## config.mk

```make
export PLATFORM = sky130hd
export DESIGN_NAME = idct8_da_decoder
export DESIGN_NICKNAME = d
export VERILOG_FILES = /design/src/rtl/idct_pkg.sv /design/src/rtl/idct_da_rom.sv /design/src/rtl/idct8_da_decoder.sv
export SDC_FILE = /design/constraint.sdc
export NUM_CORES = 2
export LEC_CHECK = 0
export CORE_MARGIN = 2
export CORE_UTILIZATION = 35
export CTS_CLUSTER_DIAMETER = 60
export CTS_CLUSTER_SIZE = 8
export DETAILED_ROUTE_END_ITERATION = 8
export GPL_ROUTABILITY_DRIVEN = 0
export HOLD_SLACK_MARGIN = 0.06
export RECOVER_POWER = 50
export SYNTH_ARGS = -nofsm -noshare
export SYNTH_HDL_FRONTEND = slang
export SYNTH_SLANG_ARGS = --single-unit
```

## constraint.sdc

```tcl
create_clock -name clk -period 8.8 [get_ports clk]
set_input_delay 1.32 -clock clk [delete_from_list [all_inputs] [get_ports clk]]
set_output_delay 1.32 -clock clk [all_outputs]
set_load 0.03 [all_outputs]
```

## src/rtl/idct_pkg.sv

```systemverilog
// Shared types and constants for the 8-point distributed-arithmetic IDCT decoder.
package idct_pkg;

  localparam int unsigned DW   = 16;
  localparam int unsigned ACCW = 36;
  localparam int unsigned FRAC = 14;

  typedef logic signed [15:0] rom_word_t;

  typedef enum logic [1:0] {
    StLoad,
    StCompute,
    StBfly,
    StOutput
  } state_e;

  // cos(pi/4) in Q2.14; the DC weight 0.5/sqrt2 is half of it.
  localparam rom_word_t C4  = 16'h2D41;
  localparam rom_word_t HC0 = (C4 + 16'sd1) >>> 1;
  // 0.5*cos(k*pi/16) in Q2.14
  localparam rom_word_t HC1 = 16'sd8035;
  localparam rom_word_t HC2 = 16'sd7568;
  localparam rom_word_t HC3 = 16'sd6811;
  localparam rom_word_t HC5 = 16'sd4551;
  localparam rom_word_t HC6 = 16'sd3135;
  localparam rom_word_t HC7 = 16'sd1598;

endpackage

```

## src/rtl/idct_da_rom.sv

```systemverilog
// Combinational DA ROM: sum of the IDCT weights selected by a bit-plane address.
module idct_da_rom
  import idct_pkg::*;
(
  input  logic [2:0] sel_i,
  input  logic [3:0] addr_i,
  output rom_word_t  word_o
);

  rom_word_t w [4];

  always_comb begin
    w = '{default: '0};
    unique case (sel_i)
      3'd0: w = '{HC0,  HC2,  HC0,  HC6};
      3'd1: w = '{HC0,  HC6, -HC0, -HC2};
      3'd2: w = '{HC0, -HC6, -HC0,  HC2};
      3'd3: w = '{HC0, -HC2,  HC0, -HC6};
      3'd4: w = '{HC1,  HC3,  HC5,  HC7};
      3'd5: w = '{HC3, -HC7, -HC1, -HC5};
      3'd6: w = '{HC5, -HC1,  HC7,  HC3};
      3'd7: w = '{HC7, -HC5,  HC3, -HC1};
      default: w = '{default: '0};
    endcase
  end

  // addr_i[3] carries the lowest-frequency coefficient of the group.
  always_comb begin
    word_o = '0;
    for (int j = 0; j < 4; j++) begin
      if (addr_i[3-j]) word_o = word_o + w[j];
    end
  end

endmodule

```

## src/rtl/idct8_da_decoder.sv

```systemverilog
// 8-point IDCT using bit-serial distributed arithmetic, one bit-plane per cycle.
module idct8_da_decoder #(
  parameter int unsigned DW   = idct_pkg::DW,
  parameter int unsigned ACCW = idct_pkg::ACCW,
  parameter int unsigned FRAC = idct_pkg::FRAC
) (
  input  logic          clk,
  input  logic          rst_n,
  input  logic [DW-1:0] coef_in,
  input  logic          in_valid,
  output logic          in_ready,
  output logic [DW-1:0] sample_out,
  output logic          out_valid,
  input  logic          out_ready,
  output logic          out_last
);
  import idct_pkg::*;

  localparam int unsigned CW = $clog2(DW);
  localparam logic signed [ACCW-1:0] Half   = ACCW'(1) << (FRAC - 1);
  localparam logic signed [ACCW-1:0] SatMax = (ACCW'(1) << (DW - 1)) - ACCW'(1);
  localparam logic signed [ACCW-1:0] SatMin = ~SatMax;

  state_e                 state_q;
  logic [2:0]             idx_q, oidx_q;
  logic [CW-1:0]          cnt_q, plane;
  logic signed [DW-1:0]   x_q [8];
  logic signed [DW-1:0]   res_q [8];
  logic signed [DW-1:0]   res_d [8];
  logic signed [ACCW-1:0] acc_q [8];
  logic signed [ACCW-1:0] rom_ext [8];
  logic signed [ACCW-1:0] bf [8];
  logic signed [ACCW-1:0] rnd [8];
  rom_word_t              rom_w [8];
  logic [3:0]             even_addr, odd_addr;
  logic [DW-1:0]          sample_q;
  logic                   out_valid_q, out_last_q, in_ready_q;

  assign plane     = CW'(DW - 1) - cnt_q;
  assign even_addr = {x_q[0][plane], x_q[2][plane], x_q[4][plane], x_q[6][plane]};
  assign odd_addr  = {x_q[1][plane], x_q[3][plane], x_q[5][plane], x_q[7][plane]};

  // Instances 0..3 produce the even partial sums E0..E3, 4..7 the odd O0..O3.
  for (genvar i = 0; i < 8; i++) begin : g_rom
    idct_da_rom u_rom (
      .sel_i  (3'(i)),
      .addr_i ((i < 4) ? even_addr : odd_addr),
      .word_o (rom_w[i])
    );
    assign rom_ext[i] = {{(ACCW - 16){rom_w[i][15]}}, rom_w[i]};
  end

  always_comb begin
    for (int i = 0; i < 8; i++) begin
      bf[i]    = '0;
      rnd[i]   = '0;
      res_d[i] = '0;
    end
    for (int i = 0; i < 4; i++) begin
      bf[i]     = acc_q[i] + acc_q[4+i];
      bf[7 - i] = acc_q[i] - acc_q[4+i];
    end
    for (int i = 0; i < 8; i++) begin
      rnd[i] = (bf[i] + Half) >>> FRAC;
      if (rnd[i] > SatMax)      res_d[i] = SatMax[DW-1:0];
      else if (rnd[i] < SatMin) res_d[i] = SatMin[DW-1:0];
      else                      res_d[i] = rnd[i][DW-1:0];
    end
  end

  always_ff @(posedge clk or negedge rst_n) begin
    if (!rst_n) begin
      state_q     <= StLoad;
      idx_q       <= '0;
      oidx_q      <= '0;
      cnt_q       <= '0;
      sample_q    <= '0;
      out_valid_q <= 1'b0;
      out_last_q  <= 1'b0;
      in_ready_q  <= 1'b0;
      for (int i = 0; i < 8; i++) begin
        x_q[i]   <= '0;
        res_q[i] <= '0;
        acc_q[i] <= '0;
      end
    end else begin
      unique case (state_q)
        StLoad: begin
          in_ready_q <= 1'b1;
          if (in_valid && in_ready_q) begin
            x_q[idx_q] <= coef_in;
            idx_q      <= idx_q + 3'd1;
            if (idx_q == 3'd7) begin
              state_q    <= StCompute;
              in_ready_q <= 1'b0;
              cnt_q      <= '0;
              for (int i = 0; i < 8; i++) acc_q[i] <= '0;
            end
          end
        end
        StCompute: begin
          // The first plane is the two's-complement sign plane, hence subtracted.
          for (int i = 0; i < 8; i++) begin
            acc_q[i] <= (cnt_q == '0) ? (acc_q[i] <<< 1) - rom_ext[i]
                                      : (acc_q[i] <<< 1) + rom_ext[i];
          end
          cnt_q <= cnt_q + CW'(1);
          if (cnt_q == CW'(DW - 1)) state_q <= StBfly;
        end
        StBfly: begin
          for (int i = 0; i < 8; i++) res_q[i] <= res_d[i];
          sample_q    <= res_d[0];
          oidx_q      <= '0;
          out_valid_q <= 1'b1;
          out_last_q  <= 1'b0;
          state_q     <= StOutput;
        end
        StOutput: begin
          if (out_ready) begin
            if (oidx_q == 3'd7) begin
              out_valid_q <= 1'b0;
              out_last_q  <= 1'b0;
              idx_q       <= '0;
              in_ready_q  <= 1'b1;
              state_q     <= StLoad;
            end else begin
              oidx_q     <= oidx_q + 3'd1;
              sample_q   <= res_q[oidx_q + 3'd1];
              out_last_q <= (oidx_q == 3'd6);
            end
          end
        end
        default: state_q <= StLoad;
      endcase
    end
  end

  assign in_ready   = in_ready_q;
  assign sample_out = sample_q;
  assign out_valid  = out_valid_q;
  assign out_last   = out_last_q;

endmodule

```

==> impl_metrics.env <==
export IMPL_status="finished, violations left"
export IMPL_violations="max-capacitance violations, max-slew violations"
export IMPL_seq_area_um2=14350
export IMPL_post_cts_setup_buffer_count=0
export IMPL_skew_ns=0.07275
export IMPL_wirelength_um=213300
export IMPL_clk_latency_ns=0.77
export IMPL_drt_iter0_drc=5102
export IMPL_n_fill_cell=19793
export IMPL_start_util=0.3514
export IMPL_grt_usage=0.2084
export IMPL_detail_route_wl_per_cell_um=19.45
export IMPL_die_w_um=446.0
export IMPL_route_top_layer_used="met4"
export IMPL_dp_cells=10798
export IMPL_chipHeight_um=446.0
export IMPL_hp_class="reg -> reg"
export IMPL_crit_chain="buf_4 -> mux4_2 -> mux4_2 -> inv_1 -> ha_1 -> inv_2 -> nand2_1 -> or4_1 -> a2111oi_0 -> buf_4 -> xnor2_1 -> ha_1 -> and3_1 -> a21boi_0 -> nor3_1 -> o31ai_1 -> a2111oi_0 -> or3_1 -> a221o_1 -> o221a_2 -> mux2i_1 -> a221o_1"
export IMPL_drc_errors=0
export IMPL_slew_headroom=-1.818
export IMPL_layout_common_cells="ha_1, a21oi_1, inv_1, nor2_1, o21ai_0"
export IMPL_wl_met1_um=97470
export IMPL_grt_ovfl_total=0
export IMPL_htreeDepth=3
export IMPL_port_buffers=38
export IMPL_synth_main_ff_cell="dfrtp_1"
export IMPL_dieArea_um2=198900
export IMPL_cts_tree="yes"
export IMPL_grt_max_degree=149
export IMPL_period_share=0.9463
export IMPL_finalHoldViolCount=0
export IMPL_wl_met2_um=94370
export IMPL_rr_worst_depth=22
export IMPL_cts_buffers=104
export IMPL_ys_warn_count=0
export IMPL_first_pass_iters=8
export IMPL_vias=61363
export IMPL_core_area_um2=194600
export IMPL_multiInputGateArea_um2=50480
export IMPL_grt_pass1_vias=58728
export IMPL_crit_start="cnt_q[0]$_DFFE_PN0P_"
export IMPL_seq_area_frac_synth=0.2097
export IMPL_utilization=0.3858
export IMPL_cp_slowest_cell="o31ai_1"
export IMPL_critical_path_peak_fanout=22
export IMPL_required_ns=9.45
export IMPL_drive_gt1_frac=0.06827
export IMPL_worstSetupStartpointType="register"
export IMPL_area_growth_syn_to_layout_pct=9.790
export IMPL_final_max_slew_violation_count=636
export IMPL_r2r_start="cnt_q[0]$_DFFE_PN0P_"
export IMPL_worst_r2r_setup_slack_ns=0.47
export IMPL_final_common_cell="ha_1"
export IMPL_avgViaCountPerCell=5.596
export IMPL_ys_ff_latch=573
export IMPL_cts_num_sinks=573
export IMPL_path_class="reg -> reg"
export IMPL_synth_edf_count=0
export IMPL_synth_cell_types=116
export IMPL_antenna_found_initial=1
export IMPL_ant_nets=0
export IMPL_end_kind="register"
export IMPL_setup_violations=0
export IMPL_rows=162
export IMPL_max_stage_delay_ns=0.73
export IMPL_nets=9578
export IMPL_async_flop_share=1.000
export IMPL_cts_clk_slew_worst_paths_ns=0.05
export IMPL_root_buffer="clkbuf_16"
export IMPL_met3_length_um=12420
export IMPL_fin_area_um2=75070
export IMPL_netlist_area_um2=68370
export IMPL_arrival_ns=8.98
export IMPL_fin_crit_ns=8.327
export IMPL_crit_end="acc_q[286]$_DFFE_PN0P_"
export IMPL_syn_inst=8393
export IMPL_worst_pin_slew_ns=4.227
export IMPL_dpl_cell_area_um2=71750
export IMPL_max_freq_mhz=120.1
export IMPL_finalNonFillerCells=10966
export IMPL_avgSynthCellArea_um2=8.146
export IMPL_drv_cap=9
export IMPL_ios=39
export IMPL_dp_hpwl_um=162500
export IMPL_r2r_end="acc_q[286]$_DFFE_PN0P_"
export IMPL_ctsLongestPathBuffers=3
export IMPL_grt_pass1_wl_um=333900
## synthesized netlist by cell type, types with 65 or more instances
| library cell | number | area share |
|---|---|---|
| a21o_1 | 196 | 0.022 |
| a21oi_1 | 788 | 0.058 |
| o31ai_1 | 71 | 0.0078 |
| xor2_1 | 156 | 0.020 |
| a31oi_1 | 101 | 0.0092 |
| dfrtp_1 | 573 | 0.21 |
| nand2b_1 | 86 | 0.0079 |
| o21bai_1 | 123 | 0.014 |
| or3_1 | 69 | 0.0063 |
| nor2_1 | 669 | 0.037 |
| inv_1 | 711 | 0.039 |
| clkbuf_1 | 280 | 0.015 |
| nor2b_1 | 87 | 0.0080 |
| nand3_1 | 138 | 0.010 |
| a211oi_1 | 82 | 0.0090 |
| ha_1 | 1179 | 0.22 |
| o21a_1 | 65 | 0.0071 |
| o21ai_0 | 647 | 0.047 |
| nor3_1 | 160 | 0.012 |
| o22ai_1 | 80 | 0.0073 |
| and3_1 | 69 | 0.0063 |
| mux2_2 | 146 | 0.024 |
| xnor2_1 | 395 | 0.051 |
| mux2i_1 | 75 | 0.011 |
| nand2_1 | 640 | 0.035 |
## registers in the layout, indices dropped and copies added (netlist names)
| signal | count |
|---|---|
| idx_q | 3 |
| x_q | 128 |
| in_ready | 1 |
| out_last | 1 |
| state_q | 2 |
| res_q | 128 |
| acc_q | 286 |
| oidx_q | 3 |
| sample_out | 16 |
| out_valid | 1 |
| cnt_q | 4 |
## kinds of logic after synthesis
family | synth area share
AOI/OAI and AO/OA | 0.2361
adders and majority gates | 0.2204
muxes | 0.05682
other | 0.0001098
buffers and inverters | 0.05902
DFF | 0.2097
and+or+nand+nor | 0.1458
xor gates and xnor gates | 0.07195
## cell type report
cell class              instances  share of cell area
multi-input cells            6846              0.6725
repair buffers                120             0.01318
clock inverters                41            0.007784
repair inverters                1          0.00006667
clock buffers                 125             0.03705
inverters                     717             0.03592
flip-flops and latches        573              0.1911
diodes                          1          0.00003334
well taps                    2542             0.04237
## routing by layer
layer,vias up,global-route usage
li1,29736,-
met1,29415,0.2830
met2,1837,0.3312
met3,375,0.02987
met4,0,0.08362
met5,-,0
## repair_timing
| item | in CTS | in global routing |
|---|---|---|
| setup endpoints to repair | 0 | 8 |
| gates resized for setup | 0 | 7 |
| hold buffers | 0 | 0 |
## worst max-delay path: cells and delay by family, from the launching register on
kind	cells	cell delay, ns
DFF	1	0.47
AOI/OAI and AO/OA	7	2.71
muxes	3	1.32
xor gates and xnor gates	1	0.19
adders and majority gates	2	0.85
and+or+nand+nor	5	1.43
buffers and inverters	4	1.23
## per-stage QoR
step           hold slack (ns)  setup TNS [ns]  setup slack (ns)
6_report                0.4811               0            0.4727
5_1_grt                 0.4934        -0.02940          -0.02940
4_1_cts                 0.4819               0            0.4889
2_1_floorplan           0.4459               0            0.1487
3_3_place_gp            0.4612               0            0.6248
3_5_place_dp            0.4711               0            0.4873
## worst min path at each step
stage	startpoint	cells after the start	end	slack, ns
floorplan	res_q[126]$_DFFE_PN0P_	1	res_q[126]$_DFFE_PN0P_	0.45
global placement	res_q[126]$_DFFE_PN0P_	1	res_q[126]$_DFFE_PN0P_	0.46
detailed placement	res_q[126]$_DFFE_PN0P_	1	res_q[126]$_DFFE_PN0P_	0.47
CTS	res_q[126]$_DFFE_PN0P_	1	res_q[126]$_DFFE_PN0P_	0.48
global route	res_q[126]$_DFFE_PN0P_	1	res_q[126]$_DFFE_PN0P_	0.49
finish	res_q[126]$_DFFE_PN0P_	1	res_q[126]$_DFFE_PN0P_	0.48
Power is left out: the tool's default activity adds up to more than one toggle a clock period on the data nets, which glitch-free logic cannot reach.
